`src/rtl/vec_uop_pkg.sv`:
```
// vec_uop_pkg: shared types and helpers for the vector micro-op expander.
//   lmul_e      - register-group code (1/2/4/8 registers per instruction)
//   state_e     - expander FSM states
//   uop_t       - one micro-op as seen by the execution pipe, at the default
//                 widths (32-bit payload, 5-bit register index)
//   NUM_VREGS   - number of architectural vector registers
//   lmul_count  - number of micro-ops an LMUL code expands into
package vec_uop_pkg;

  localparam int NUM_VREGS = 32;
  localparam int UOP_DW    = 32;
  localparam int UOP_REGW  = $clog2(NUM_VREGS);

  typedef enum logic [1:0] {
    LMUL1 = 2'd0,
    LMUL2 = 2'd1,
    LMUL4 = 2'd2,
    LMUL8 = 2'd3
  } lmul_e;

  typedef enum logic {
    S_IDLE  = 1'b0,
    S_ISSUE = 1'b1
  } state_e;

  typedef struct packed {
    logic [UOP_DW-1:0]   instr;
    logic [UOP_REGW-1:0] vd;
    logic [UOP_REGW-1:0] vs1;
    logic [UOP_REGW-1:0] vs2;
    logic [2:0]          idx;
    logic                last;
  } uop_t;

  // 1, 2, 4 or 8 micro-ops per instruction.
  function automatic logic [3:0] lmul_count(input lmul_e lmul);
    return 4'd1 << lmul;
  endfunction

endpackage

```
`src/rtl/vec_uop_expander.sv`:
```
// vec_uop_expander: expands each vector instruction taken from the
// instruction FIFO into one micro-op per register of its group, one per cycle.
//
// Ports:
//   clk, rst            clock, asynchronous active-low reset
//   flush               synchronous pipeline flush, highest priority
//   in_instr/in_vd/in_vs1/in_vs2/in_lmul/in_valid
//                       head of the instruction FIFO (pop_data / not empty)
//   in_pop              pops the FIFO this cycle
//   uop_instr/uop_vd/uop_vs1/uop_vs2/uop_idx/uop_last/uop_valid
//                       registered micro-op presented to the execution pipe
//   uop_ready           execution pipe accepts the presented micro-op
//   busy                instruction in progress; mirrors the FSM state
//                       (high exactly in S_ISSUE), so it doubles as the
//                       state observation point
//
// Handshake: a micro-op transfers on every rising edge where uop_valid and
// uop_ready are both high. While uop_valid is high and uop_ready low, every
// uop_* output holds its value (only flush or reset can withdraw it).
// On the input side, in_pop is the FIFO's pop strobe: it is only ever high
// together with in_valid, and the head entry is captured on that same edge.
module vec_uop_expander
  import vec_uop_pkg::*;
#(
  parameter int DW   = 32,
  parameter int REGW = 5
) (
  input  logic            clk,
  input  logic            rst,
  input  logic            flush,
  input  logic [DW-1:0]   in_instr,
  input  logic [REGW-1:0] in_vd,
  input  logic [REGW-1:0] in_vs1,
  input  logic [REGW-1:0] in_vs2,
  input  logic [1:0]      in_lmul,
  input  logic            in_valid,
  output logic            in_pop,
  output logic [DW-1:0]   uop_instr,
  output logic [REGW-1:0] uop_vd,
  output logic [REGW-1:0] uop_vs1,
  output logic [REGW-1:0] uop_vs2,
  output logic [2:0]      uop_idx,
  output logic            uop_last,
  output logic            uop_valid,
  input  logic            uop_ready,
  output logic            busy
);

  state_e     state, state_n;
  logic       load;
  logic       advance;
  logic [3:0] grp_cnt;
  logic [2:0] last_idx;  // group count - 1 of the instruction in flight

  always_comb begin
    grp_cnt = lmul_count(lmul_e'(in_lmul));
    // Take a new instruction when nothing is held, or when the final
    // micro-op of the current one leaves this cycle (no bubble between
    // instructions).
    load    = in_valid & ~flush & ((state == S_IDLE) | (uop_ready & uop_last));
    advance = (state == S_ISSUE) & uop_ready & ~uop_last;

    state_n = state;
    if (flush) begin
      state_n = S_IDLE;
    end else if (load) begin
      state_n = S_ISSUE;
    end else if ((state == S_ISSUE) && uop_ready && uop_last) begin
      state_n = S_IDLE;
    end
  end

  always_ff @(posedge clk or negedge rst) begin
    if (!rst) begin
      state     <= S_IDLE;
      uop_instr <= '0;
      uop_vd    <= '0;
      uop_vs1   <= '0;
      uop_vs2   <= '0;
      uop_idx   <= '0;
      uop_last  <= 1'b0;
      last_idx  <= '0;
    end else begin
      state <= state_n;
      if (flush) begin
        uop_idx  <= '0;
        uop_last <= 1'b0;
        last_idx <= '0;
      end else if (load) begin
        uop_instr <= in_instr;
        uop_vd    <= in_vd;
        uop_vs1   <= in_vs1;
        uop_vs2   <= in_vs2;
        uop_idx   <= '0;
        uop_last  <= (grp_cnt == 4'd1);
        last_idx  <= 3'(grp_cnt - 4'd1);
      end else if (advance) begin
        // Register indices wrap modulo 2^REGW (31 + 1 = 0).
        uop_idx  <= uop_idx + 3'd1;
        uop_vd   <= uop_vd + REGW'(1);
        uop_vs1  <= uop_vs1 + REGW'(1);
        uop_vs2  <= uop_vs2 + REGW'(1);
        uop_last <= ((uop_idx + 3'd1) == last_idx);
      end
    end
  end

  assign in_pop    = load;
  assign uop_valid = (state == S_ISSUE);
  assign busy      = uop_valid;

  a_pop_needs_valid : assert property (
    @(posedge clk) disable iff (!rst) in_pop |-> in_valid);

  a_stable_under_stall : assert property (
    @(posedge clk) disable iff (!rst)
    (uop_valid & ~uop_ready & ~flush) |=>
      (uop_valid & $stable(uop_instr) & $stable(uop_vd) & $stable(uop_vs1) &
       $stable(uop_vs2) & $stable(uop_idx) & $stable(uop_last)));

  a_idx_in_group : assert property (
    @(posedge clk) disable iff (!rst) uop_valid |-> (uop_idx <= last_idx));

endmodule
```
`config.mk`:
```
export PLATFORM = sky130hd
export DESIGN_NAME = vec_uop_expander
export DESIGN_NICKNAME = d
export VERILOG_FILES = /design/src/rtl/vec_uop_pkg.sv /design/src/rtl/vec_uop_expander.sv
export SDC_FILE = /design/constraint.sdc
export NUM_CORES = 1
export LEC_CHECK = 0
export CORE_ASPECT_RATIO = 1.1
export CORE_UTILIZATION = 46
export DETAILED_ROUTE_END_ITERATION = 7
export PLACE_DENSITY = 0.85
export SLEW_MARGIN = 20
export SYNTH_ARGS = -nofsm -noshare
export SYNTH_HDL_FRONTEND = slang
export SYNTH_SLANG_ARGS = --single-unit
```
`constraint.sdc`:
```
create_clock -name clk -period 4 [get_ports clk]
set_input_delay 0.8 -clock clk [delete_from_list [all_inputs] [get_ports clk]]
set_output_delay 0.8 -clock clk [all_outputs]
set_load 0.1 [all_outputs]
```
==> impl_metrics.yaml, run 1 <==
run_status:
  outcome: "finished, final reports clean"
setup_path:
  worstReg2RegStart: "busy"
  timing.rr.end: "uop_instr[8]"
  r2r_cells: 5
  cp-end-kind: "primary output"
  r2r_slack_ps: 1920
  crit_arrival_ps: 2290
  startpoint: "flush"
  cp_max_fo: 15
  required_ps: 3200
  worstSetupPathType: "primary input to primary output"
  cp-start-kind: "primary input"
  setup.worst_path.end: "in_pop"
die:
  initial_core_util_pct: 48.1
  rows: 28
  die_x_um: 73.9
  die_area_um2: 5990
  fp.coreArea_um2: 5430
  ios: 108
  die_h_um: 81.0
cts:
  cts_tree: "done"
  numClockSinks: 55
  post_cts_resized: 0
  cts.reportedPaths.clkPinSlew_ps: 100
  htree_levels: 2
  cts_made_buffers: 5
  cts_setup_buffers: 0
  cts_hold_buf: 0
  clockRootBuffer: "clkbuf_8"
  clk_path_buf_depth: 2
  clock_latency_ps: 310
timing:
  final.setup_skew_ps: 6.92
  slew_viol_final: 0
  finalCriticalPeriod_ps: 3090
  hold_viol: 0
  slew_headroom_pct: 33.3
  setup_viol: 0
  rsz0062_at_grt: "no"
  post-route-period-util_pct: 77.3
  tns_ps: 0
  worstMarginPinSlew_ps: 998
  timing.fmax_mhz: 324
synthesis:
  netlist_instances: 204
  syn_avg_cell_area_um2: 12.8
  yosys_most_used_dff: "dfrtp_1"
  syn_nets: 262
  seq_area_frac_synth_pct: 52.7
  synth_adder_area_share_pct: 1.92
  synth_warnings: 0
  synth_compound_area_share_pct: 6.70
  synth_xor_area_share_pct: 3.26
  synth_top_family_by_area: "multiplexers"
  yosys.area.top_type: "dfrtp_1"
  synth.distinct_cells: 36
  synth-simple-area-share_pct: 12.0
  synth_area_leaders: "dfrtp_1 53%, mux2_4 18%, a31oi_1 2.9%"
  yosysTopAreaCellShare_pct: 52.7
  muxShareOfSynthArea_pct: 19.4
  ys_ff_latch: 55
  synth_edf_count: 0
  synth_area_um2: 2610
  async_reset_ff_share_pct: 100
layout:
  nets: 369
  area_growth_pct: 46.6
  drive_gt1_share_pct: 16.0
  fin_cells: 387
  utilization_pct: 70.6
  n_antenna_cell: 0
placement:
  io_buffers: 107
  dpl.hpwl_um: 4520
  routabilityCongestion: 0.792
  place_inst: 379
route:
  wl_um: 6050
  wl_per_cell_um: 15.6
  drt_pass1_iterations: 4
  detail-route-antenna-nets: 0
  drt_iter0_markers: 66
  drc: 0
  vias: 1964
  viasPerCell: 5.07
power_and_ir_drop:
  vdd_drop_max_mv: 0.335
  leakagePower_nw: 1.61
  powerDensity_nw_per_um2: 608
  finalPower_mw: 2.33
grt:
  antenna_found_initial: 0
  grt_start_max_net_pins: 41
  grt-ovfl-total: 0
  grt_usage_pct: 21.0
  grt_pass1_vias: 1900
  grt_pass1_wl_um: 9340
flow_run:
  maxCapViolCount: 0
min_path:
  hold_class: "primary input to async pin"
[synth_stat cells (2+ instances only)]
master and number:
nor2_1 3, nand2_1 8, buf_6 4, mux2i_1 3, xnor2_1 4, nor3_1 15
o21ai_0 13, clkbuf_1 2, nand2b_1 4, ha_1 4, or3_1 8, buf_2 4
xor2_1 3, inv_1 4, a31oi_1 12, mux2_4 31, nand3_1 9, dfrtp_1 55
[layout make-up]
type / count / area, um^2
timing repair buffer: 112 / 1110
sequential: 55 / 1380
tap: 75 / 93.8
inverter: 5 / 21.3
fill: 433 / 1600
clock inverter: 3 / 27.5
clock buffer: 5 / 68.8
multi-input combinational: 132 / 1130
[layer usage]
layer	up-vias	global-route usage, %	part of all wire (%)
li1	942	-	-
met1	948	28.1	43
met2	67	33.1	49
met3	7	3.85	5.9
met4	0	9.23	1.6
met5	-	0	0
[sequential cells by signal, summed over array words and instances (netlist names)]
name and count:
uop_vd 5, last_idx 3, busy 1, uop_vs2 5, uop_idx 3, uop_vs1 5, uop_last 1, uop_instr 32
[through the flow]
stage | hold WS, ps | instance area, um^2 | setup WS [ps]
after CTS | 512 | 3830 | 913
after global routing | 530 | 3830 | 822
after global placement | 491 | 3730 | 875
after floorplan | 504 | 2610 | 1480
final | 492 | 3830 | 909
after detailed placement | 493 | 3730 | 797
[worst max-delay path, cell delays in order]
cell and delay, ps:
clkdlybuf4s50_1 620, and2b_1 420, nand2_4 170, inv_4 100, buf_12 170
[placed cells by master (no fill, tap or decap), types with 3 or more instances in the layout]
master           instances
mux2_4                  31
nor3_1                  15
nor2_1                   3
buf_4                    5
mux2i_1                  3
or3_1                    8
nand2b_1                 4
nand2_1                  8
ha_1                     4
o21ai_0                 13
a31oi_1                 12
xor2_1                   3
dfrtp_1                 55
xnor2_1                  4
clkbuf_8                 5
inv_1                    4
nand3_1                  9
clkdlybuf4s50_1        105
[worst min-delay path by stage]
stage | endpoint | slack [ps] | start | cells after the start
2_1_floorplan | busy | 500 | rst | 0
3_3_place_gp | uop_instr[8] | 490 | uop_instr[8] | 1
3_5_place_dp | uop_instr[13] | 490 | uop_instr[13] | 1
4_1_cts | last_idx[0] | 510 | rst | 1
5_1_grt | last_idx[0] | 530 | rst | 1
6_report | uop_vd[3] | 490 | rst | 1
[report_power, final]
part / switching, mW / internal (mW)
Combinational: 0.919 / 0.348
Clock: 0.191 / 0.130
Sequential: 0.0829 / 0.658
[cells by family (layout without fill, tap and decap cells)]
kind of cell / count (synthesis) / count (layout)
multiplexers: 35 / 35
AND/OR/NAND/NOR: 56 / 56
AO/OA/AOI/OAI: 29 / 29
buffers and inverters: 17 / 125
adder cells (fa/ha/maj): 4 / 4
XOR/XNOR: 8 / 8
flip-flops: 55 / 55
Power figures use the tool's default switching activity.
==> inputs of run 2 (changes only) <==
- CORE_UTILIZATION: 46 -> 39
- PLACE_DENSITY: 0.85 -> 0.77
- clock period: 4 -> 2.5 ns (I/O delays scaled with it)
==> impl_metrics.yaml, run 2 (synthesis results as in run 1) <==
run_status:
  outcome: "finished, final reports clean"
timing:
  post-route-period-util_pct: 92.1
  setup_slack_ps: 197
  slew_headroom_pct: 59.0
  tns_ps: 0
  worstMarginPinSlew_ps: 615
  hold_viol: 0
  setup_viol: 0
  timing.fmax_mhz: 434
  finalCriticalPeriod_ps: 2300
  slew_viol_final: 0
  final.setup_skew_ps: 5.12
  rsz0062_at_grt: "no"
layout:
  top_register: "uop_instr"
  n_antenna_cell: 0
  drive_gt1_share_pct: 33.9
  final_cell_mix: "60 x buf_4, 55 x dfrtp_1, 52 x clkdlybuf4s50_1"
  layout.cells.most_common: "buf_4"
  area_growth_pct: 43.9
  largest_register_ffs: 32
  fillers: 532
  nets: 373
die:
  rows: 30
  die_x_um: 80.0
  die_area_um2: 7030
  initial_core_util_pct: 41.4
  ios: 108
  die_h_um: 87.8
  fp.coreArea_um2: 6310
grt:
  grt_pass1_vias: 2085
  grt_usage_pct: 19.3
  grt_pass1_wl_um: 10300
  grt_start_max_net_pins: 30
  antenna_found_initial: 0
  grt-ovfl-total: 0
route:
  viasPerCell: 5.11
  drt_pass1_iterations: 4
  wl_per_cell_um: 16.2
  drt_iter0_markers: 78
  wl_um: 6430
  detail-route-antenna-nets: 0
  drc: 0
  vias: 2022
min_path:
  hold_class: "primary input to async pin"
cts:
  cts.reportedPaths.clkPinSlew_ps: 110
  cts_hold_buf: 0
  clockRootBuffer: "clkbuf_8"
  numClockSinks: 55
  htree_levels: 2
  post_cts_resized: 0
  cts_made_buffers: 5
  clock_latency_ps: 310
  cts_setup_buffers: 0
  clk_path_buf_depth: 2
  cts_tree: "done"
setup_path:
  path_cells: "clkdlybuf4s50_1, and2b_1, nand2_4, inv_4, buf_12"
  slowest_stage: "clkdlybuf4s50_1"
  worstSetupPathType: "primary input to primary output"
  cp_max_fo: 9
  cp-end-kind: "primary output"
  crit_arrival_ps: 1800
  cp_slowest_stage_delay_ps: 500
  required_ps: 2000
  cp-start-kind: "primary input"
  crit_buf_inv: 3
  crit_family: "buffers and inverters"
placement:
  io_buffers: 107
  routabilityCongestion: 0.808
  dpl.hpwl_um: 4850
  place_worst_setup_slack_ps: 202
power_and_ir_drop:
  vdd_drop_max_mv: 0.523
  powerDensity_nw_per_um2: 983
  leakagePower_nw: 1.69
flow_run:
  maxCapViolCount: 0
## run 2: final timing paths
check,startpoint,endpoint,slack [ps],cells past startpoint
setup / recovery,flush,in_pop,200,5
hold / removal,rst,uop_instr[4],180,1
setup reg to reg,busy,uop_instr[8],760,5
hold reg to reg,uop_instr[24],uop_instr[24],520,1
max in group asynchronous,rst,uop_instr[8],1740,2
min in group clk,uop_instr[24],uop_instr[24],520,1
## run 2: stage by stage
| stage | total power [mW] | area [um^2] | utilization, % | hold slack [ps] | instances |
|---|---|---|---|---|---|
| floorplan | 2.71 | 2610 | - | 204 | 204 |
| global placement | 3.16 | 3660 | 58.1 | 495 | 388 |
| detailed placement | 3.19 | 3660 | 58.1 | 495 | 388 |
| CTS | 3.72 | 3760 | 59.6 | 199 | 396 |
| global route | 3.85 | 3760 | 59.6 | 208 | 396 |
| finish | 3.70 | 3760 | 59.6 | 183 | 396 |
## run 2: where the power goes
group	switching (mW)	internal, mW
logic	1.47	0.504
registers	0.139	1.05
clock network	0.321	0.208
## run 2: area by class of cell
class,instances,area (um^2),area share [%]
tap,80,100,2.66
clock buffer,5,68.8,1.83
inverter,5,21.3,0.566
sequential,55,1380,36.6
multi-input combinational,132,1130,30.0
clock inverter,3,27.5,0.732
timing repair buffer,116,1040,27.6
## run 2: routing by layer
metal	GRT usage (%)	routed length (um)	vias up
met3	2.60	277	4
met4	5.36	61	0
met2	33.9	3420	59
met5	0	0	-
li1	-	-	950
met1	24.9	2680	1009
## run 2: worst reg2reg max path, stage by stage (launching register included)
cell     delay [ps]
dfrtp_1         510
a21bo_2         320
nand2_4          80
inv_4           150
buf_4           240
mux2_2          350
==> inputs of run 3 (changes only) <==
- MAX_ROUTING_LAYER: unset -> met4
==> impl_metrics.yaml, run 3 (synthesis results as in run 1) <==
cts:
  clockRootBuffer: "clkbuf_8"
  cts_made_buffers: 5
  clock_latency_ps: 310
  numClockSinks: 55
  cts_tree: "done"
  htree_levels: 2
  clk_path_buf_depth: 2
  cts_hold_buf: 0
  post_cts_resized: 0
  cts_setup_buffers: 0
  cts.reportedPaths.clkPinSlew_ps: 110
layout:
  multi_input_area_um2: 1130
  final_area_um2: 3760
  n_antenna_cell: 0
  fin_cells: 396
  final-seq-area_um2: 1380
  utilization_pct: 59.6
  top_register: "uop_instr"
  largest_register_ffs: 32
  fillers: 532
  final_cell_mix: "60 x buf_4, 55 x dfrtp_1, 52 x clkdlybuf4s50_1"
  nets: 373
  area_growth_pct: 43.9
  drive_gt1_share_pct: 33.9
  layout.cells.most_common: "buf_4"
route:
  vias: 2009
  wl_um: 6410
  wl_per_cell_um: 16.2
  viasPerCell: 5.07
  drc: 0
  drt_iter0_markers: 78
  drt_pass1_iterations: 4
  detail-route-antenna-nets: 0
die:
  rows: 30
  ios: 108
  die_x_um: 80.0
  die_area_um2: 7030
  initial_core_util_pct: 41.4
  fp.coreArea_um2: 6310
  die_h_um: 87.8
timing:
  rsz0062_at_grt: "no"
  finalCriticalPeriod_ps: 2300
  hold_viol: 0
  final.setup_skew_ps: 5.12
  slew_headroom_pct: 59.0
  post-route-period-util_pct: 92.1
  slew_viol_final: 0
  setup_viol: 0
  tns_ps: 0
  setup_slack_ps: 197
  whs_ps: 183
  timing.fmax_mhz: 434
  worstMarginPinSlew_ps: 615
power_and_ir_drop:
  powerDensity_nw_per_um2: 983
  vdd_drop_max_mv: 0.523
  finalPower_mw: 3.70
  leakagePower_nw: 1.69
grt:
  grt-ovfl-total: 0
  antenna_found_initial: 0
  grt_pass1_vias: 2083
  grt_usage_pct: 19.8
  grt_start_max_net_pins: 30
  grt_pass1_wl_um: 10300
min_path:
  hold_class: "primary input to async pin"
setup_path:
  crit_arrival_ps: 1800
  required_ps: 2000
  r2r_slack_ps: 760
  startpoint: "flush"
  cp-start-kind: "primary input"
  cp_max_fo: 9
  worstReg2RegStart: "busy"
  worstSetupPathType: "primary input to primary output"
  cp-end-kind: "primary output"
placement:
  place_area_um2: 3660
  io_buffers: 107
  dpl.hpwl_um: 4850
  place_inst: 388
  place_worst_setup_slack_ps: 202
  routabilityCongestion: 0.819
flow_run:
  maxCapViolCount: 0
run_status:
  outcome: "finished, final reports clean"
-- run 3: cell counts in the layout (fill, tap and decap cells not counted) --
No cell type changed its count.
-- run 3: worst max-delay path, cell delays in order --
cell and delay, ps:
clkdlybuf4s50_1 500, and2b_1 360, nand2_4 90, inv_4 150, buf_12 200
-- run 3: layer usage --
metal	track usage, %	share of wire, %	vias up
met5	-	0	-
li1	-	-	954
met4	5.36	0.95	0
met1	24.9	42	998
met3	2.50	4.1	4
met2	33.9	53	53
-- run 3: area by class of cell --
type,count,area share (%)
clock buffers,5,1.83
clock inverters,3,0.732
inverters,5,0.566
multi-input cells,132,30.0
flip-flops and latches,55,36.6
well taps,80,2.66
repair buffers,116,27.6
-- run 3: path summary, 6_finish.rpt --
check / endpoint / cells past startpoint
setup / recovery: in_pop / 5
hold / removal: uop_instr[4] / 1
setup reg to reg: uop_instr[8] / 5
hold reg to reg: uop_instr[24] / 1
max in group asynchronous: uop_instr[8] / 2
min in group clk: uop_instr[24] / 1
-- run 3: power breakdown --
part | internal [mW] | total [mW] | switching [mW]
sequential | 1.05 | 1.19 | 0.138
combinational | 0.505 | 1.97 | 1.47
clock | 0.208 | 0.529 | 0.321
